===== src/rtl/inst_queue_if.sv =====
`default_nettype none
// +--------------------------------------------------------------------------+
// | inst_queue_if : fetch / decode / issue bundle of inst_queue    Rev 1.0   |
// +--------------------------------------------------------------------------+
interface inst_queue_if #(
   parameter int PTR_W = 3
) ();
   logic             flush;
   logic             in_valid_0;
   logic [31:0]      in_pc_0;
   logic [31:0]      in_inst_0;
   logic             in_valid_1;
   logic [31:0]      in_pc_1;
   logic [31:0]      in_inst_1;
   logic             in_ready;
   logic             out_valid_0;
   logic [31:0]      out_pc_0;
   logic [31:0]      out_inst_0;
   logic             out_is_br_0;
   logic             out_valid_1;
   logic [31:0]      out_pc_1;
   logic [31:0]      out_inst_1;
   logic             out_is_br_1;
   logic [1:0]       deq_num;
   logic [PTR_W:0]   count;

   modport master (
      output flush, in_valid_0, in_pc_0, in_inst_0, in_valid_1, in_pc_1, in_inst_1, deq_num,
      input  in_ready, out_valid_0, out_pc_0, out_inst_0, out_is_br_0,
             out_valid_1, out_pc_1, out_inst_1, out_is_br_1, count
   );

   modport slave (
      input  flush, in_valid_0, in_pc_0, in_inst_0, in_valid_1, in_pc_1, in_inst_1, deq_num,
      output in_ready, out_valid_0, out_pc_0, out_inst_0, out_is_br_0,
             out_valid_1, out_pc_1, out_inst_1, out_is_br_1, count
   );
endinterface
`default_nettype wire


===== src/rtl/inst_queue.sv =====
`default_nettype none
// +--------------------------------------------------------------------------+
// | inst_queue : 2-in/2-out instruction FIFO; INST_QUEUE_PREDECODE_EN adds   |
// | a stored branch predecode bit per entry.                       Rev 1.0   |
// +--------------------------------------------------------------------------+
module inst_queue #(
   parameter int DEPTH = 8,
   parameter int PTR_W = 3
) (
   input  wire logic   clk,
   input  wire logic   rst_n,
   inst_queue_if.slave q
);
   localparam logic [PTR_W:0]   c_READY_MAX = (PTR_W + 1)'(DEPTH - 2);
   localparam logic [PTR_W-1:0] c_PTR_ONE   = PTR_W'(1);

   logic [31:0]      r_pc   [DEPTH];
   logic [31:0]      r_inst [DEPTH];
   logic [PTR_W-1:0] r_head;
   logic [PTR_W-1:0] r_tail;
   logic [PTR_W:0]   r_count;

   logic             w_in_ready;
   logic [1:0]       w_enq;
   logic [1:0]       w_deq_req;
   logic [1:0]       w_eff_deq;
   logic [PTR_W-1:0] w_tail_p1;
   logic [PTR_W-1:0] w_head_p1;
   logic [PTR_W:0]   w_count_nxt;

   // Readiness looks only at registered occupancy so fetch never sees a path from deq_num.
   assign w_in_ready  = (r_count <= c_READY_MAX);
   assign w_enq       = w_in_ready ? ({1'b0, q.in_valid_0} + {1'b0, q.in_valid_0 & q.in_valid_1})
                                   : 2'd0;
   assign w_deq_req   = q.deq_num[1] ? 2'd2 : q.deq_num;
   assign w_eff_deq   = (r_count < {{(PTR_W-1){1'b0}}, w_deq_req}) ? r_count[1:0] : w_deq_req;
   assign w_tail_p1   = r_tail + c_PTR_ONE;
   assign w_head_p1   = r_head + c_PTR_ONE;
   assign w_count_nxt = r_count + {{(PTR_W-1){1'b0}}, w_enq} - {{(PTR_W-1){1'b0}}, w_eff_deq};

   always_ff @(posedge clk or negedge rst_n) begin
      if (!rst_n) begin
         for (int i = 0; i < DEPTH; i++) begin
            r_pc[i]   <= '0;
            r_inst[i] <= '0;
         end
      end else if (!q.flush) begin
         if (w_enq != 2'd0) begin
            r_pc[r_tail]   <= q.in_pc_0;
            r_inst[r_tail] <= q.in_inst_0;
         end
         if (w_enq == 2'd2) begin
            r_pc[w_tail_p1]   <= q.in_pc_1;
            r_inst[w_tail_p1] <= q.in_inst_1;
         end
      end
   end

   always_ff @(posedge clk or negedge rst_n) begin
      if (!rst_n) begin
         r_head  <= '0;
         r_tail  <= '0;
         r_count <= '0;
      end else if (q.flush) begin
         r_head  <= '0;
         r_tail  <= '0;
         r_count <= '0;
      end else begin
         r_head  <= r_head + PTR_W'(w_eff_deq);
         r_tail  <= r_tail + PTR_W'(w_enq);
         r_count <= w_count_nxt;
      end
   end

   assign q.in_ready    = w_in_ready;
   assign q.count       = r_count;
   assign q.out_valid_0 = (r_count != '0);
   assign q.out_valid_1 = (r_count > (PTR_W + 1)'(1));
   assign q.out_pc_0    = r_pc[r_head];
   assign q.out_inst_0  = r_inst[r_head];
   assign q.out_pc_1    = r_pc[w_head_p1];
   assign q.out_inst_1  = r_inst[w_head_p1];

`ifdef INST_QUEUE_PREDECODE_EN
   logic r_br [DEPTH];

   // Branches, jumps and register jumps; the issue logic pairs these with their delay slot.
   function automatic logic f_is_br(input logic [5:0] op, input logic [5:0] fn);
      logic v_br;
      v_br = 1'b0;
      case (op)
         6'b000001, 6'b000010, 6'b000011,
         6'b000100, 6'b000101, 6'b000110, 6'b000111: v_br = 1'b1;
         6'b000000: v_br = (fn == 6'b001000) || (fn == 6'b001001);
         default:   v_br = 1'b0;
      endcase
      return v_br;
   endfunction

   always_ff @(posedge clk or negedge rst_n) begin
      if (!rst_n) begin
         for (int i = 0; i < DEPTH; i++) begin
            r_br[i] <= 1'b0;
         end
      end else if (!q.flush) begin
         if (w_enq != 2'd0) begin
            r_br[r_tail] <= f_is_br(q.in_inst_0[31:26], q.in_inst_0[5:0]);
         end
         if (w_enq == 2'd2) begin
            r_br[w_tail_p1] <= f_is_br(q.in_inst_1[31:26], q.in_inst_1[5:0]);
         end
      end
   end

   assign q.out_is_br_0 = r_br[r_head];
   assign q.out_is_br_1 = r_br[w_head_p1];
`else
   assign q.out_is_br_0 = 1'b0;
   assign q.out_is_br_1 = 1'b0;
`endif
endmodule
`default_nettype wire

===== src/flat_wrapper.sv =====
// flat-port wrapper written by rule: the top's interface ports become plain ports
module inst_queue_flat 
#(
   parameter int DEPTH = 8,
   parameter int PTR_W = 3
)
  (clk, rst_n, q_flush, q_in_valid_0, q_in_pc_0, q_in_inst_0, q_in_valid_1, q_in_pc_1, q_in_inst_1, q_deq_num, q_in_ready, q_out_valid_0, q_out_pc_0, q_out_inst_0, q_out_is_br_0, q_out_valid_1, q_out_pc_1, q_out_inst_1, q_out_is_br_1, q_count);
  inst_queue_if #(.PTR_W(PTR_W)) q_i ();
  input  wire logic clk;
  input  wire logic rst_n;
  input wire logic [$bits(q_i.flush)-1:0] q_flush;
  input wire logic [$bits(q_i.in_valid_0)-1:0] q_in_valid_0;
  input wire logic [$bits(q_i.in_pc_0)-1:0] q_in_pc_0;
  input wire logic [$bits(q_i.in_inst_0)-1:0] q_in_inst_0;
  input wire logic [$bits(q_i.in_valid_1)-1:0] q_in_valid_1;
  input wire logic [$bits(q_i.in_pc_1)-1:0] q_in_pc_1;
  input wire logic [$bits(q_i.in_inst_1)-1:0] q_in_inst_1;
  input wire logic [$bits(q_i.deq_num)-1:0] q_deq_num;
  output wire logic [$bits(q_i.in_ready)-1:0] q_in_ready;
  output wire logic [$bits(q_i.out_valid_0)-1:0] q_out_valid_0;
  output wire logic [$bits(q_i.out_pc_0)-1:0] q_out_pc_0;
  output wire logic [$bits(q_i.out_inst_0)-1:0] q_out_inst_0;
  output wire logic [$bits(q_i.out_is_br_0)-1:0] q_out_is_br_0;
  output wire logic [$bits(q_i.out_valid_1)-1:0] q_out_valid_1;
  output wire logic [$bits(q_i.out_pc_1)-1:0] q_out_pc_1;
  output wire logic [$bits(q_i.out_inst_1)-1:0] q_out_inst_1;
  output wire logic [$bits(q_i.out_is_br_1)-1:0] q_out_is_br_1;
  output wire logic [$bits(q_i.count)-1:0] q_count;
  assign q_i.flush = q_flush;
  assign q_i.in_valid_0 = q_in_valid_0;
  assign q_i.in_pc_0 = q_in_pc_0;
  assign q_i.in_inst_0 = q_in_inst_0;
  assign q_i.in_valid_1 = q_in_valid_1;
  assign q_i.in_pc_1 = q_in_pc_1;
  assign q_i.in_inst_1 = q_in_inst_1;
  assign q_i.deq_num = q_deq_num;
  assign q_in_ready = q_i.in_ready;
  assign q_out_valid_0 = q_i.out_valid_0;
  assign q_out_pc_0 = q_i.out_pc_0;
  assign q_out_inst_0 = q_i.out_inst_0;
  assign q_out_is_br_0 = q_i.out_is_br_0;
  assign q_out_valid_1 = q_i.out_valid_1;
  assign q_out_pc_1 = q_i.out_pc_1;
  assign q_out_inst_1 = q_i.out_inst_1;
  assign q_out_is_br_1 = q_i.out_is_br_1;
  assign q_count = q_i.count;
  inst_queue #(.DEPTH(DEPTH), .PTR_W(PTR_W)) u_core (.clk(clk), .rst_n(rst_n), .q(q_i));
endmodule

===== config.mk =====
export PLATFORM = sky130hd
export DESIGN_NAME = inst_queue_flat
export DESIGN_NICKNAME = d
export VERILOG_FILES = /design/src/rtl/inst_queue_if.sv /design/src/rtl/inst_queue.sv /design/src/flat_wrapper.sv
export SDC_FILE = /design/constraint.sdc
export NUM_CORES = 2
export LEC_CHECK = 0
export CORE_UTILIZATION = 60
export DETAILED_ROUTE_END_ITERATION = 6
export PLACE_DENSITY = 0.83
export SETUP_SLACK_MARGIN = 0.2
export SLEW_MARGIN = 20
export SYNTH_ARGS = -nofsm -noshare
export SYNTH_HDL_FRONTEND = slang
export SYNTH_SLANG_ARGS = --single-unit

===== constraint.sdc =====
create_clock -name clk -period 10.47 [get_ports clk]
set_input_delay 3.141 -clock clk [delete_from_list [all_inputs] [get_ports clk]]
set_output_delay 3.141 -clock clk [all_outputs]
set_load 0.02 [all_outputs]

==> impl_metrics.yaml <==
yosys:
  synth_area_leaders: "dfrtp_1, mux4_2, a222oi_1, a221oi_1, inv_1"
  synth_area_um2: 30620
  synth-edff-count: 0
  synth_warnings: 0
  syn_avg_cell_area_um2: 10.81
  yosysSeqAreaShare: 0.4266
  ys.flop_type: "dfrtp_1"
  async_flop_share: 1.000
  yosysTopAreaCell: "dfrtp_1"
  synth_commonest_cells: "inv_1, dfrtp_1, nor2_1"
  synth_seq_cells: 522
  yosys.cell_count.top_type: "inv_1"
  synth_top_area_share: 0.4266
  synth_cells: 2832
  yosysUniqueCellTypes: 44
drt:
  drt_wl_total_um: 108800
  dr.first_iter.drc_count: 6160
  dr.pass1.iters: 7
  antenna_left: 0
  drc: 109
  dr_total_vias: 27970
  wl_per_cell_um: 30.01
  viasPerCell: 7.716
cts:
  numCtsBuffers: 55
  worstSkewPairLatency_ns: 0.63
  clock-sinks: 522
  cts_buffer_depth: 3
  post_cts_resize_count: 0
  clkTransAtPathRegs_ns: 0.06
  cts_hold_buf: 0
  cts_htree_levels: 2
  root_buffer: "clkbuf_16"
  postCtsSetupBuffers: 0
  tritoncts: "yes"
global_routing:
  grt_pass1_vias: 28730
  antenna_found_initial: 3
  grt_usage: 0.4145
  grt_max_degree: 198
  grt_pass1_wl_um: 165800
  grt-ovfl-total: 0
floorplan:
  die_h_um: 227.9
  start_util: 0.6091
  rows: 82
  die_area_um2: 51940
  coreArea_um2: 50270
  die_w_um: 227.9
  pin_count: 272
hold_path:
  whs_path_depth: 2
  hp-class: "reg2reg"
timing:
  rsz0062_at_grt: "no"
  slew-limit-headroom: 0.1639
  setup_tns_ns: 0
  worst_pin_slew_ns: 1.251
  period_minus_slack_ns: 7.916
  hold_violations: 0
  finalCritPeriodShare: 0.7560
  clock_skew_ns: 0.01663
  fmax_ghz: 0.1263
  fin_ws_ns: 2.554
  finalMaxSlewViolations: 0
  setup_violations: 0
  whs_ns: 0.5500
worst_setup_path:
  cp.required_ns: 7.33
  crit_chain: "ha_4 > buf_4 > mux4_2 > mux2_2 > clkdlybuf4s50_1"
  end_kind: "primary output"
  cpMaxStageDelayCell: "dfrtp_4"
  cpPeakStageDelay_ns: 1.01
  crit_arrival_ns: 4.77
  path_class: "reg2out"
  worstPathMaxFanout: 50
  startpoint_type: "flip-flop"
  rr_worst_depth: 6
place:
  io_buffers: 269
  post-dp-hpwl_um: 59760
  placed_cell_area_um2: 33590
  gp_congestion: 0.8830
  preCtsSetupSlack_ns: 3.166
finish:
  design_area_um2: 35600
  area_growth_pct: 16.24
  drive_gt1_frac: 0.1790
  fin_util: 0.7080
  nNetsFinal: 3056
power_and_ir_drop:
  leakage_nw: 15.13
  power-per-cell-area_nw_per_um2: 343.1
  ir_drop_uv: 238.9
outcome:
  outcome: "finished with violations"
  violations: "DRC"
flow_run:
  cap_violations: 0
-- registers in the layout, summed over array words and instances, names as in the netlist --
name            cells
u_core.q.count      4
u_core.r_tail       3
u_core.r_inst     256
u_core.r_pc       256
u_core.r_head       3
-- cells by family after synthesis --
| group | count (synthesis) | synth area share |
|---|---|---|
| buffers and inverters | 827 | 0.1024 |
| muxes | 320 | 0.2118 |
| xor gates and xnor gates | 7 | 0.002002 |
| DFF | 522 | 0.4266 |
| and+or+nand+nor | 544 | 0.07812 |
| AOI/OAI and AO/OA | 596 | 0.1719 |
| adders and majority gates | 15 | 0.007110 |
| other | 1 | 0.0001225 |
-- cells in the final DEF (no fill, tap or decap), types with 4 or more instances in the layout --
cell type        count
nor2b_1             11
xnor2_1              4
nand2b_4             4
o21ai_0             65
clkbuf_16           56
nor4_1              10
bufinv_16            7
nand2_1             73
or2_2               34
fa_1                 4
nor2_1             267
nand3_1              5
clkdlybuf4s50_1    267
inv_1              528
mux2_2              64
a221oi_1           245
a222oi_1           263
nor2_4              13
clkbuf_8            10
ha_1                10
nand4_1              4
o22ai_1              4
nor3_1             106
a22oi_1              7
clkinv_2            15
buf_4               39
mux4_2             256
dfrtp_1            519
clkbuf_1             9
-- power breakdown --
group / leakage, nW / internal (mW) / switching (mW)
registers: 5.18 / 2.77 / 0.622
logic: 9.00 / 3.32 / 3.40
clock network: 0.946 / 1.22 / 0.871
total: 15.1 / 7.32 / 4.90
-- worst max-delay path, delay by kind of cell (launching register included) --
family,cells,cell delay [ns]
buf+inv,2,1.25
flops,1,1.01
mux,2,0.95
fa+ha+maj,1,0.91
-- cell type report --
cell class                      instances  area [um2]
Tap cell                              672       840.8
Inverter                              528        1982
Sequential cell                       522       13070
Antenna cell                            3       7.507
Fill cell                            3424       14680
Timing Repair Buffer                  315        3146
Multi-Input combinational cell       1484       14650
Clock inverter                         26       326.6
Clock buffer                           75        1573
-- through the flow --
step,cells,power [mW]
floorplan,2833,7.509
global placement,3517,9.720
detailed placement,3517,9.943
CTS,3618,12.06
global route,3623,12.65
finish,3625,12.21
-- worst paths after layout --
path	startpoint	to	slack [ns]
worst max-delay path	u_core.r_head[0]	q_out_pc_1[6]	2.55
worst min-delay path	u_core.r_inst[23]	u_core.r_inst[23]	0.55
worst max register to register	u_core.r_tail[0]	u_core.r_inst[85]	6.38
worst min register to register	u_core.r_inst[23]	u_core.r_inst[23]	0.55
max in group asynchronous	rst_n	u_core.r_inst[29]	5.67
min in group asynchronous	rst_n	u_core.r_inst[73]	2.53
-- routing by layer --
layer  part of all wire  GRT usage  routed length, um
met5                  0          0                  0
met4              0.067     0.2555               7236
met3               0.16     0.1408              17050
met2               0.45     0.6240              49200
met1               0.32     0.5195              35290
Note: power is estimated with default switching activity, not from simulation.
